**src/rtl/window_integrator_pkg.sv**
```systemverilog
`default_nettype none
// ============================================================================
// Module   : window_integrator_pkg
// Purpose  : Shared types and constants for the triggered window integrator.
//            Holds the controller state encoding, the default data/control
//            widths and a helper giving the smallest sum width that cannot
//            wrap for a full-length window of full-scale samples.
// Revision : 1.0  initial release
// ============================================================================
package window_integrator_pkg;

    localparam int c_DEF_DATA_W = 13;
    localparam int c_DEF_WIN_W  = 8;
    localparam int c_DEF_SUM_W  = 22;

    typedef enum logic [1:0] {
        ST_IDLE  = 2'd0,
        ST_DELAY = 2'd1,
        ST_INTEG = 2'd2,
        ST_HOLD  = 2'd3
    } state_t;

    // One extra bit covers the baseline-subtracted term, which is DATA_W+1
    // bits wide before accumulation over up to 2**WIN_W-1 samples.
    function automatic int min_sum_w(input int data_w, input int win_w);
        return data_w + win_w + 1;
    endfunction

endpackage
`default_nettype wire

```
**src/rtl/window_integrator.sv**
```systemverilog
`default_nettype none
// ============================================================================
// Module   : window_integrator
// Purpose  : On each accepted trigger, waits 'delay' samples and then sums
//            'width' consecutive signed samples. The sum is offered on a
//            valid/ready output and held until the consumer takes it.
// Revision : 1.0  initial release
//
// Ports    : clk        sample clock, one sample per cycle
//            rst_n      asynchronous active-low reset
//            in         signed input sample (DATA_W)
//            trig       trigger strobe
//            delay      trigger-to-first-sample distance, 0..2**WIN_W-1
//            width      number of samples summed; 0 ignores the trigger
//            sum_out    signed window sum (SUM_W)
//            sum_valid  sum_out holds an unconsumed result
//            sum_ready  consumer accepts sum_out
//            busy       a window is pending, running or waiting for handoff
//            overrun    one-cycle pulse for a dropped trigger
//
// Config   : WINDOW_INTEGRATOR_BASELINE_EN -- when defined, each summed term
//            is the sample minus the sample latched at the trigger edge.
//            SUM_W must be at least min_sum_w(DATA_W, WIN_W) in both builds.
// ============================================================================
module window_integrator
    import window_integrator_pkg::*;
#(
    parameter int DATA_W = c_DEF_DATA_W,
    parameter int WIN_W  = c_DEF_WIN_W,
    parameter int SUM_W  = c_DEF_SUM_W
) (
    input  logic              clk,
    input  logic              rst_n,
    input  logic [DATA_W-1:0] in,
    input  logic              trig,
    input  logic [WIN_W-1:0]  delay,
    input  logic [WIN_W-1:0]  width,
    output logic [SUM_W-1:0]  sum_out,
    output logic              sum_valid,
    input  logic              sum_ready,
    output logic              busy,
    output logic              overrun
);

    state_t             r_state;
    state_t             w_state_nxt;
    logic [WIN_W-1:0]   r_cnt;
    logic [WIN_W-1:0]   w_cnt_nxt;
    logic [WIN_W-1:0]   r_width;
    logic [WIN_W-1:0]   w_width_nxt;
    logic [SUM_W-1:0]   r_acc;
    logic [SUM_W-1:0]   w_acc_nxt;
    logic [SUM_W-1:0]   r_sum;
    logic [SUM_W-1:0]   w_sum_nxt;
    logic               r_valid;
    logic               w_valid_nxt;
    logic               r_overrun;
    logic               w_overrun_nxt;
    logic [SUM_W-1:0]   w_term;
    logic               w_trig_live;
    logic               w_accept;

    // A zero-width trigger is treated as no trigger at all: never accepted
    // and never counted as an overrun.
    assign w_trig_live = trig && (width != '0);

    // New windows start from IDLE, or from HOLD on the very edge that the
    // pending result is handed off.
    assign w_accept = w_trig_live &&
                      ((r_state == ST_IDLE) || ((r_state == ST_HOLD) && sum_ready));

    // ------------------------------------------------------------------
    // Per-sample term added to the accumulator
    // ------------------------------------------------------------------
`ifdef WINDOW_INTEGRATOR_BASELINE_EN
    logic [DATA_W-1:0] r_base;
    logic [DATA_W:0]   w_diff;

    always_ff @(posedge clk or negedge rst_n) begin
        if (!rst_n) begin
            r_base <= '0;
        end else if (w_accept) begin
            r_base <= in;
        end
    end

    // Both operands are sign-extended by one bit so the difference of two
    // DATA_W-bit values cannot wrap.
    assign w_diff = {in[DATA_W-1], in} - {r_base[DATA_W-1], r_base};
    assign w_term = {{(SUM_W-DATA_W-1){w_diff[DATA_W]}}, w_diff};
`else
    assign w_term = {{(SUM_W-DATA_W){in[DATA_W-1]}}, in};
`endif

    // ------------------------------------------------------------------
    // State register
    // ------------------------------------------------------------------
    always_ff @(posedge clk or negedge rst_n) begin
        if (!rst_n) begin
            r_state <= ST_IDLE;
        end else begin
            r_state <= w_state_nxt;
        end
    end

    // ------------------------------------------------------------------
    // Next-state and datapath decode
    // ------------------------------------------------------------------
    always_comb begin
        w_state_nxt   = r_state;
        w_cnt_nxt     = r_cnt;
        w_width_nxt   = r_width;
        w_acc_nxt     = r_acc;
        w_sum_nxt     = r_sum;
        w_valid_nxt   = r_valid;
        w_overrun_nxt = 1'b0;

        case (r_state)
            ST_IDLE: begin
                // Acceptance handled below.
            end

            ST_DELAY: begin
                w_overrun_nxt = w_trig_live;
                w_cnt_nxt     = r_cnt - 1'b1;
                // Counter was loaded with delay at the trigger edge, so the
                // edge that sees 1 is edge k+delay; summing starts next edge.
                if (r_cnt == WIN_W'(1)) begin
                    w_state_nxt = ST_INTEG;
                    w_cnt_nxt   = r_width;
                end
            end

            ST_INTEG: begin
                w_overrun_nxt = w_trig_live;
                w_acc_nxt     = r_acc + w_term;
                w_cnt_nxt     = r_cnt - 1'b1;
                if (r_cnt == WIN_W'(1)) begin
                    w_sum_nxt   = r_acc + w_term;
                    w_valid_nxt = 1'b1;
                    w_acc_nxt   = '0;
                    w_state_nxt = ST_HOLD;
                end
            end

            ST_HOLD: begin
                if (sum_ready) begin
                    w_valid_nxt = 1'b0;
                    w_state_nxt = ST_IDLE;
                end else begin
                    w_overrun_nxt = w_trig_live;
                end
            end

            default: begin
                w_state_nxt = ST_IDLE;
            end
        endcase

        if (w_accept) begin
            w_width_nxt = width;
            w_acc_nxt   = '0;
            if (delay != '0) begin
                w_state_nxt = ST_DELAY;
                w_cnt_nxt   = delay;
            end else begin
                w_state_nxt = ST_INTEG;
                w_cnt_nxt   = width;
            end
        end
    end

    // ------------------------------------------------------------------
    // Datapath registers
    // ------------------------------------------------------------------
    always_ff @(posedge clk or negedge rst_n) begin
        if (!rst_n) begin
            r_cnt     <= '0;
            r_width   <= '0;
            r_acc     <= '0;
            r_sum     <= '0;
            r_valid   <= 1'b0;
            r_overrun <= 1'b0;
        end else begin
            r_cnt     <= w_cnt_nxt;
            r_width   <= w_width_nxt;
            r_acc     <= w_acc_nxt;
            r_sum     <= w_sum_nxt;
            r_valid   <= w_valid_nxt;
            r_overrun <= w_overrun_nxt;
        end
    end

    assign sum_out   = r_sum;
    assign sum_valid = r_valid;
    assign overrun   = r_overrun;
    assign busy      = (r_state != ST_IDLE);

endmodule
`default_nettype wire
```
**config.mk**
```make
export PLATFORM = sky130hd
export DESIGN_NAME = window_integrator
export DESIGN_NICKNAME = d
export VERILOG_FILES = /design/src/rtl/window_integrator_pkg.sv /design/src/rtl/window_integrator.sv
export SDC_FILE = /design/constraint.sdc
export NUM_CORES = 1
export LEC_CHECK = 0
export ABC_AREA = 1
export CAP_MARGIN = 40
export CORE_MARGIN = 2
export CORE_UTILIZATION = 56
export CTS_CLUSTER_SIZE = 28
export DETAILED_ROUTE_END_ITERATION = 10
export PLACE_DENSITY_LB_ADDON = 0.1
export SYNTH_ARGS = -nofsm -noshare
export SYNTH_HDL_FRONTEND = slang
export SYNTH_SLANG_ARGS = --single-unit
export TNS_END_PERCENT = 100
```
**constraint.sdc**
```tcl
create_clock -name clk -period 2.3 [get_ports clk]
set_clock_uncertainty 0.2 [all_clocks]
set_input_delay 0.46 -clock clk [delete_from_list [all_inputs] [get_ports clk]]
set_output_delay 0.46 -clock clk [all_outputs]
set_load 0.02 [all_outputs]
```
==> Word-level counts from Yosys, hierarchy flattened <==
Index checks and enable logic that the tools add are counted.
{ "op_classes": {"n_reduce_logical": 16, "n_mux": 18, "addsub": 2, "eq_ne": 9} }
{ "ops": {"columns": ["cell", "n"], "rows": [
  ["$mux 22", 3],
  ["$mux 8", 3],
  ["$add 22x22->22", 1],
  ["$pmux 8 s2", 1],
  ["$reduce_bool 8->1", 2],
  ["$mux 2", 5],
  ["$ne 3x3->1 const B", 3],
  ["$eq 8x1->1 const B", 1],
  ["$sub 8x1->8 const B", 1],
  ["$pmux 2 s3", 1],
  ["$reduce_bool 2->1", 3],
  ["$eq 2x2->1 const B", 2],
  ["$ne 2x2->1 const B", 2],
  ["$pmux 1 s2", 2],
  ["$reduce_and 4->1", 1],
  ["$reduce_bool 4->1", 1],
  ["$logic_and 1x1->1", 3],
  ["$mux 1", 3],
  ["$reduce_and 3->1", 1],
  ["$reduce_bool 3->1", 1],
  ["$eq 2x1->1 const B", 1],
  ["$logic_not 2->1", 1],
  ["$reduce_and 2->1", 1],
  ["$reduce_or 2->1", 1],
  ["$logic_or 1x1->1", 1]
]} }
{ "word_totals": {"out_inout_bits": 25, "in_bits": 33, "reg_bits": 64} }

==> Longest topological paths before layout <==
Gate-level depths: netlist of run 1.
{ "depth": {"word_depth": 6, "mapped_depth": 12, "ltp_nobuf": 12} }

==> Least setup slack after synthesis of run 1 <==
No wires, ideal clock.
{ "synth_path": {"kind": "input to register", "from": "in in[0]", "to": "reg r_acc[16]", "n_path_buf": 0, "setup_time_ps": 117, "arrival_time_ps": 1789, "setup_slack_ps": 194, "path_stages": 10, "cell_sequence": "ha_1 fa_1 nand3_1 nand3_1 nand2_1 nand2_1 nand3_1 nand3b_1 nand3_1 nand2_1"} }
{ "synth_between": {"elab_chain_len": 4} }
{ "synth_lines": {"columns": ["element", "line", "source"], "rows": [
  ["start, declared", "window_integrator.sv:34", "input logic [DATA_W-1:0] in,"],
  ["$add 22x22->22", "window_integrator.sv:136", "w_acc_nxt = r_acc + w_term;"],
  ["$mux 22", "window_integrator.sv:138", "if (r_cnt == WIN_W'(1)) begin"],
  ["$mux 22", "window_integrator.sv:118", "case (r_state)"],
  ["$mux 22", "window_integrator.sv:160", "if (w_accept) begin"],
  ["end signal, assigned", "window_integrator.sv:187", "r_acc <= w_acc_nxt;"],
  ["end, declared", "window_integrator.sv:51", "logic [SUM_W-1:0] r_acc;"]
]} }
Every way passes these cells. The select of a mux whose other input is x is not followed.
A chain may end at the register's enable or synchronous reset.

==> Worst setup path after layout of run 1 <==
{ "layout_path": {"from": "in in[12]", "to": "reg r_acc[21]"} }
Same word-level chain as after synthesis.

==> impl_metrics.toml, run 1 <==
[global_routing]
grt_max_degree = 46
global_route_wire_length_before_repair_mm = 20.2
first_global_vias = 4439
globalRouteOverflowTotal = 0
globalRouteTotalUtil_pct = 29.3
grt_antenna_before_repair = 0

[routing]
via_count = 4658
drt_pass1_iterations = 5
antenna_left = 0
drt-wirelength-per-cell_um = 14.3
vias_per_cell = 5.29
drc = 0
drtIter0Drc = 254
finalWirelength_mm = 12.6

[critical_path]
cp-end-kind = "register"
worst_ep_arrival_time_ps = 2260
crit_path_max_fanout = 7
critical_path.startpoint_type = "input pin"
worst_path_max_delay_cell = "clkdlybuf4s50_1"
slowest_delay_ps = 460
critPathKind = "input pin to register"
crit_required_ps = 2330
critical-path-top-cell-by-count = "nand2_1"
crit_chain = "clkdlybuf4s50_1 > buf_6 > ha_1 > nand2_1 > nor2_2 > nand2_1 > nor2_1 > nand2_1 > nand3_1 > nand2_1 > nand3_1 > nand2_1"

[placement]
placement.cell_area_um2 = 5550
routabilityCongestion = 0.948
place.port_buffers = 57
post-place-cells = 863
place.detailed.hpwl_mm = 9.44

[floorplanning]
initial_core_utilization_pct = 57.8
die-area_um2 = 8750
ios = 58
die_width_um = 93.6
design.core.area_um2 = 7770
chipHeight_um = 93.6
row_count = 32

[yosys]
cell_type_contributing_the_most_total_cell_area_after_synthesis = "dfrtp_1"
yosys_warnings = 0
leading_post_synthesis_cells_by_cell_area = "dfrtp_1 36%, nand2_1 23%, ha_1 8.1%"
synthArstFlopShare_pct = 100
synthesis.area_per_instance_um2 = 6.80
synthTopCellsByCount = "278 x nand2_1, 80 x inv_1, 64 x dfrtp_1"
postSynthNetCount = 724
synth_area_um2 = 4490
synth.distinct_cells = 33
netlist_instances = 661
synth-edff-count = 0
synthMostInstantiatedCell = "nand2_1"
count_of_state_elements_after_synthesis = 64
fraction_of_synthesized_cell_area_taken_by_the_top_area_cell_type_pct = 35.7
synthFlopType = "dfrtp_1"
synth_seq_area_share_pct = 35.7

[cts]
clk-insertion-delay-late_ps = 340
tritoncts_sink_count = 64
clock-root-buffer = "clkbuf_8"
cts_max_path_buffers = 2
cts-buffers-inserted = 9
cts_tree = "done"
clkSlewWorstSetupHoldPaths_ps = 70
cts.htree.levels = 3

[worst_hold_path]
timing.hold.worst.class = "register to register"

[final_layout]
final_cell_count_no_fill = 880
layout.cell_area.non_filler_um2 = 5940
num_antenna_cells = 0
area_growth_syn_to_layout_pct = 32.3
drive_above_1_share_pct = 15.8
fin_nets = 837

[sta]
min_period_ps = 2220
fmax_ghz = 0.450
slew_violations = 0
timing.final.crit_share_pct = 96.7
timing.slew.headroom_pct = 72.1
worstMarginPinSlew_ps = 418
final-setup-viol-count = 0
final_hold_viol_count = 0

[run_status]
status = "finished clean"

[power]
leakage_dissipation_nw = 3.18
vdd_ir_max_v = 0.000828
p_per_area_nw_per_um2 = 1260

[job]
max_cap_violations = 0
[metrics by stage]
stage	worst slack [ps]	setup TNS, ps	total power (W)	utilization [%]	hold slack (ps)
final	75.3	0	0.00749	76.5	290
after global routing	-41.8	-185	0.00815	76.5	312
after CTS	9.49	0	0.00721	73.8	284
after detailed placement	-342	-8800	0.00631	71.4	222
after global placement	-330	-7350	0.00618	71.4	215
after floorplan	194	0	0.00471	-	-35.6
[report_power, final]
part	total (W)	switching, W	internal (W)
Sequential	0.00198	0.000378	0.00160
Combinational	0.00463	0.00266	0.00197
Clock	0.000885	0.000443	0.000441
Total	0.00749	0.00348	0.00401
[sequential cells by signal (all words and copies together) (netlist names)]
register	cells
r_acc	22
sum_out	22
r_cnt	8
r_width	8
r_state	2
overrun	1
sum_valid	1
[cell families (layout without fill, tap and decap cells)]
group                    after synthesis  after routing  synth area share (%)
AND/OR/NAND/NOR                      396            396                  36.8
buffers and inverters                 97            214                  9.02
flip-flops                            64             64                  35.7
AO/OA/AOI/OAI                         62             62                  7.69
adder cells (fa/ha/maj)               30             30                  8.52
XOR/XNOR                              12             12                  2.34
[layer usage]
layer / global-route usage (%) / vias up / part of all wire (%)
met1: 37.1 / 2192 / 43
met3: 4.27 / 31 / 4.6
met5: 0 / - / 0
met4: 8.21 / 0 / 2.4
met2: 52.2 / 133 / 50
li1: - / 2302 / -
[cells in the final DEF (no fill, tap or decap), types with 5 or more instances in the layout]
| cell | n |
|---|---|
| a21oi_1 | 17 |
| a21oi_2 | 5 |
| buf_4 | 52 |
| clkbuf_8 | 11 |
| clkdlybuf4s50_1 | 55 |
| dfrtp_1 | 64 |
| ha_1 | 18 |
| ha_4 | 10 |
| inv_1 | 79 |
| inv_2 | 6 |
| nand2_1 | 275 |
| nand2_2 | 6 |
| nand3_1 | 51 |
| nand3_2 | 5 |
| nand3b_1 | 6 |
| nand4_1 | 6 |
| nor2_1 | 31 |
| nor2_2 | 10 |
| o21ai_0 | 22 |
| o21ai_1 | 10 |
| xnor2_1 | 6 |
| xor2_1 | 5 |
[critical path, delay by kind of cell]
family        cells  cell delay (ps)
buf+inv           2              650
fa+ha+maj         1              340
simple gates      9              800
[layout make-up]
type / instances / area [um2]
fillers: 600 / 1820
multi-input cells: 500 / 2690
inverters: 85 / 319
clock buffers: 12 / 155
repair buffers: 114 / 1040
clock inverters: 3 / 17.5
well taps: 102 / 128
flip-flops and latches: 64 / 1600
[worst paths after layout]
| kind | from | end | slack (ps) | cells after the start |
|---|---|---|---|---|
| worst min-delay path | sum_out[17] | sum_out[17] | 290 | 2 |
| max in group asynchronous | rst_n | r_width[3] | 790 | 4 |
| worst max register to register | r_acc[0] | r_acc[4] | 240 | 7 |
| min in group asynchronous | rst_n | r_acc[7] | 380 | 2 |
| worst max-delay path | in[12] | r_acc[21] | 80 | 12 |
| worst min register to register | sum_out[17] | sum_out[17] | 290 | 2 |
[timing repair]
item,in CTS,in global routing
hold buffers,1,0
endpoints found under the hold margin,16,0
resized for setup,1,34
setup endpoints to repair,1,27
pin swaps,0,3
setup buffers,0,1
No activity file was read; power rests on OpenSTA's default activity.
==> run 2: changes to the inputs <==
--- a/config.mk
+++ b/config.mk
@@ -6,7 +6,7 @@
 export NUM_CORES = 1
 export LEC_CHECK = 0
 export ABC_AREA = 1
-export CAP_MARGIN = 40
+export CAP_MARGIN = 30
 export CORE_MARGIN = 2
 export CORE_UTILIZATION = 56
 export CTS_CLUSTER_SIZE = 28
==> results of run 2 <==
The final DEF is identical to that of run 1; final timing and power are the same.
==> run 3: changes to the inputs <==
--- a/config.mk
+++ b/config.mk
@@ -15,4 +15,4 @@
 export SYNTH_ARGS = -nofsm -noshare
 export SYNTH_HDL_FRONTEND = slang
 export SYNTH_SLANG_ARGS = --single-unit
-export TNS_END_PERCENT = 100
+export TNS_END_PERCENT = 50
==> run 3 against run 2 <==
Net effect:
- global-route usage unchanged
- sequential share of layout area about the same
- sequential cell count unchanged
- design area about the same
- non-clock buffer count unchanged
- sequential power about the same
- setup slack got worse by 1.2 ps
- die area unchanged
- register-to-register slack about the same
- combinational power about the same
- routed wire length increased by 0.51%
- critical path type unchanged
- largest cell class unchanged
==> impl_metrics.toml, run 3 (synthesis gave the netlist of run 1 again) <==
[global_routing]
globalRouteOverflowTotal = 0
globalRouteTotalUtil_pct = 29.3
grt_max_degree = 46
global_route_wire_length_before_repair_mm = 20.2
grt_antenna_before_repair = 0
first_global_vias = 4439

[power]
power.share.clock_pct = 11.8
power.share.switching_pct = 46.5
p_total_w = 0.00750
power.combinational.fraction_pct = 61.8
internal_power_w = 0.00401
p_per_area_nw_per_um2 = 1260
leakage_dissipation_nw = 3.18
vdd_ir_max_v = 0.000830
power.net_switching_w = 0.00349
sequentialPowerShare_pct = 26.4

[cts]
clock-root-buffer = "clkbuf_8"
clkSlewWorstSetupHoldPaths_ps = 70
clk-insertion-delay-late_ps = 340
tritoncts_sink_count = 64
cts_tree = "done"
cts_max_path_buffers = 2
cts.htree.levels = 3
cts-buffers-inserted = 9

[critical_path]
worst_ep_arrival_time_ps = 2230
critPathKind = "input pin to register"
crit_required_ps = 2310
cp-end-kind = "register"
crit_path_max_fanout = 4
critical_path.startpoint_type = "input pin"

[routing]
via_count = 4669
finalWirelength_mm = 12.6
vias_per_cell = 5.31
drt_pass1_iterations = 5
antenna_left = 0
drt-wirelength-per-cell_um = 14.4
drc = 0
drtIter0Drc = 307

[sta]
worstMarginPinSlew_ps = 431
slew_violations = 0
tns_ps = 0
min_period_ps = 2230
final-setup-viol-count = 0
final_hold_viol_count = 0
postLayoutSetupSlackWorst_ps = 74.1
timing.slew.headroom_pct = 71.2
grt_setup_unrepaired = "true"
fmax_ghz = 0.449
timing.final.crit_share_pct = 96.8
hold_ws_ps = 285

[worst_hold_path]
timing.hold.worst.class = "register to register"

[final_layout]
fin_nets = 837
fillerInstances = 599
area_growth_syn_to_layout_pct = 32.2
most_common_cell_after_layout_fill_and_taps_aside = "nand2_1"
final_core_area_utilization_pct = 76.4
num_antenna_cells = 0
layout_common_cells = "275 x nand2_1, 79 x inv_1, 64 x dfrtp_1, 55 x clkdlybuf4s50_1"
drive_above_1_share_pct = 15.7

[floorplanning]
die_width_um = 93.6
design.core.area_um2 = 7770
die-area_um2 = 8750
initial_core_utilization_pct = 57.8
row_count = 32
chipHeight_um = 93.6
ios = 58

[placement]
place.port_buffers = 57
routabilityCongestion = 0.948
place.detailed.hpwl_mm = 9.44
place_worst_setup_slack_ps = -342

[run_status]
status = "finished clean"

[job]
max_cap_violations = 0
==> run 3: cell counts in the layout (fill, tap and decap cells not counted) <==
Identical to the previous run, type by type.
==> run 3: timing repair <==
| action | 4_1_cts | 5_1_grt |
|---|---|---|
| resized for setup | 1 | 33 |
| endpoints found under the hold margin | 16 | 0 |
| hold buffers | 1 | 0 |
| buffers inserted | 0 | 1 |
| endpoints found under the setup margin | 1 | 27 |
| pin swaps | 0 | 3 |
==> run 3: worst max-delay path, cell delays in order <==
cell             delay (ps)
clkdlybuf4s50_1         400
ha_1                    230
fa_2                    350
nand3_1                 100
nand3_2                 120
buf_4                   160
xnor2_1                 260
o21ai_0                 150
==> run 3: layer usage <==
layer	global-route usage, %	vias up	part of all wire, %
li1	-	2304	-
met1	37.1	2183	42
met2	52.2	151	50
met3	4.27	31	5.3
met4	8.21	0	2.1
met5	0	-	0
==> run 3: stage by stage <==
stage | area, um2 | instances
final | 5940 | 880
after global routing | 5940 | 880
after detailed placement | 5550 | 863
after global placement | 5550 | 863
after CTS | 5730 | 879
after floorplan | 4490 | 661
==> run 3: area by class of cell <==
| class | instances | area [um2] | area share, % |
|---|---|---|---|
| Clock buffer | 12 | 155 | 2.61 |
| Clock inverter | 3 | 17.5 | 0.295 |
| Inverter | 85 | 319 | 5.37 |
| Multi-Input combinational cell | 500 | 2680 | 45.2 |
| Sequential cell | 64 | 1600 | 27.0 |
| Tap cell | 102 | 128 | 2.15 |
| Timing Repair Buffer | 114 | 1040 | 17.4 |
==> run 3: worst paths after layout <==
| path | to | slack (ps) | depth (start not counted) | from |
|---|---|---|---|---|
| hold reg to reg | sum_out[17] | 280 | 2 | sum_out[17] |
| max in group asynchronous | r_width[3] | 790 | 4 | rst_n |
| setup / recovery | r_acc[4] | 70 | 8 | in[0] |
| setup reg to reg | r_acc[4] | 230 | 7 | r_acc[0] |
| hold / removal | sum_out[17] | 280 | 2 | sum_out[17] |
| min in group asynchronous | r_acc[7] | 380 | 2 | rst_n |
==> run 3: power groups by stage <==
| stage | combinational, W | clock, W | sequential [W] |
|---|---|---|---|
| 6_report | 0.00463 | 0.000885 | 0.00198 |
| 5_1_grt | 0.00517 | 0.000941 | 0.00203 |
| 4_1_cts | 0.00438 | 0.000893 | 0.00194 |
| 3_5_place_dp | 0.00435 | 0 | 0.00195 |
| 3_3_place_gp | 0.00424 | 0 | 0.00194 |
| 2_1_floorplan | 0.00266 | 0 | 0.00205 |
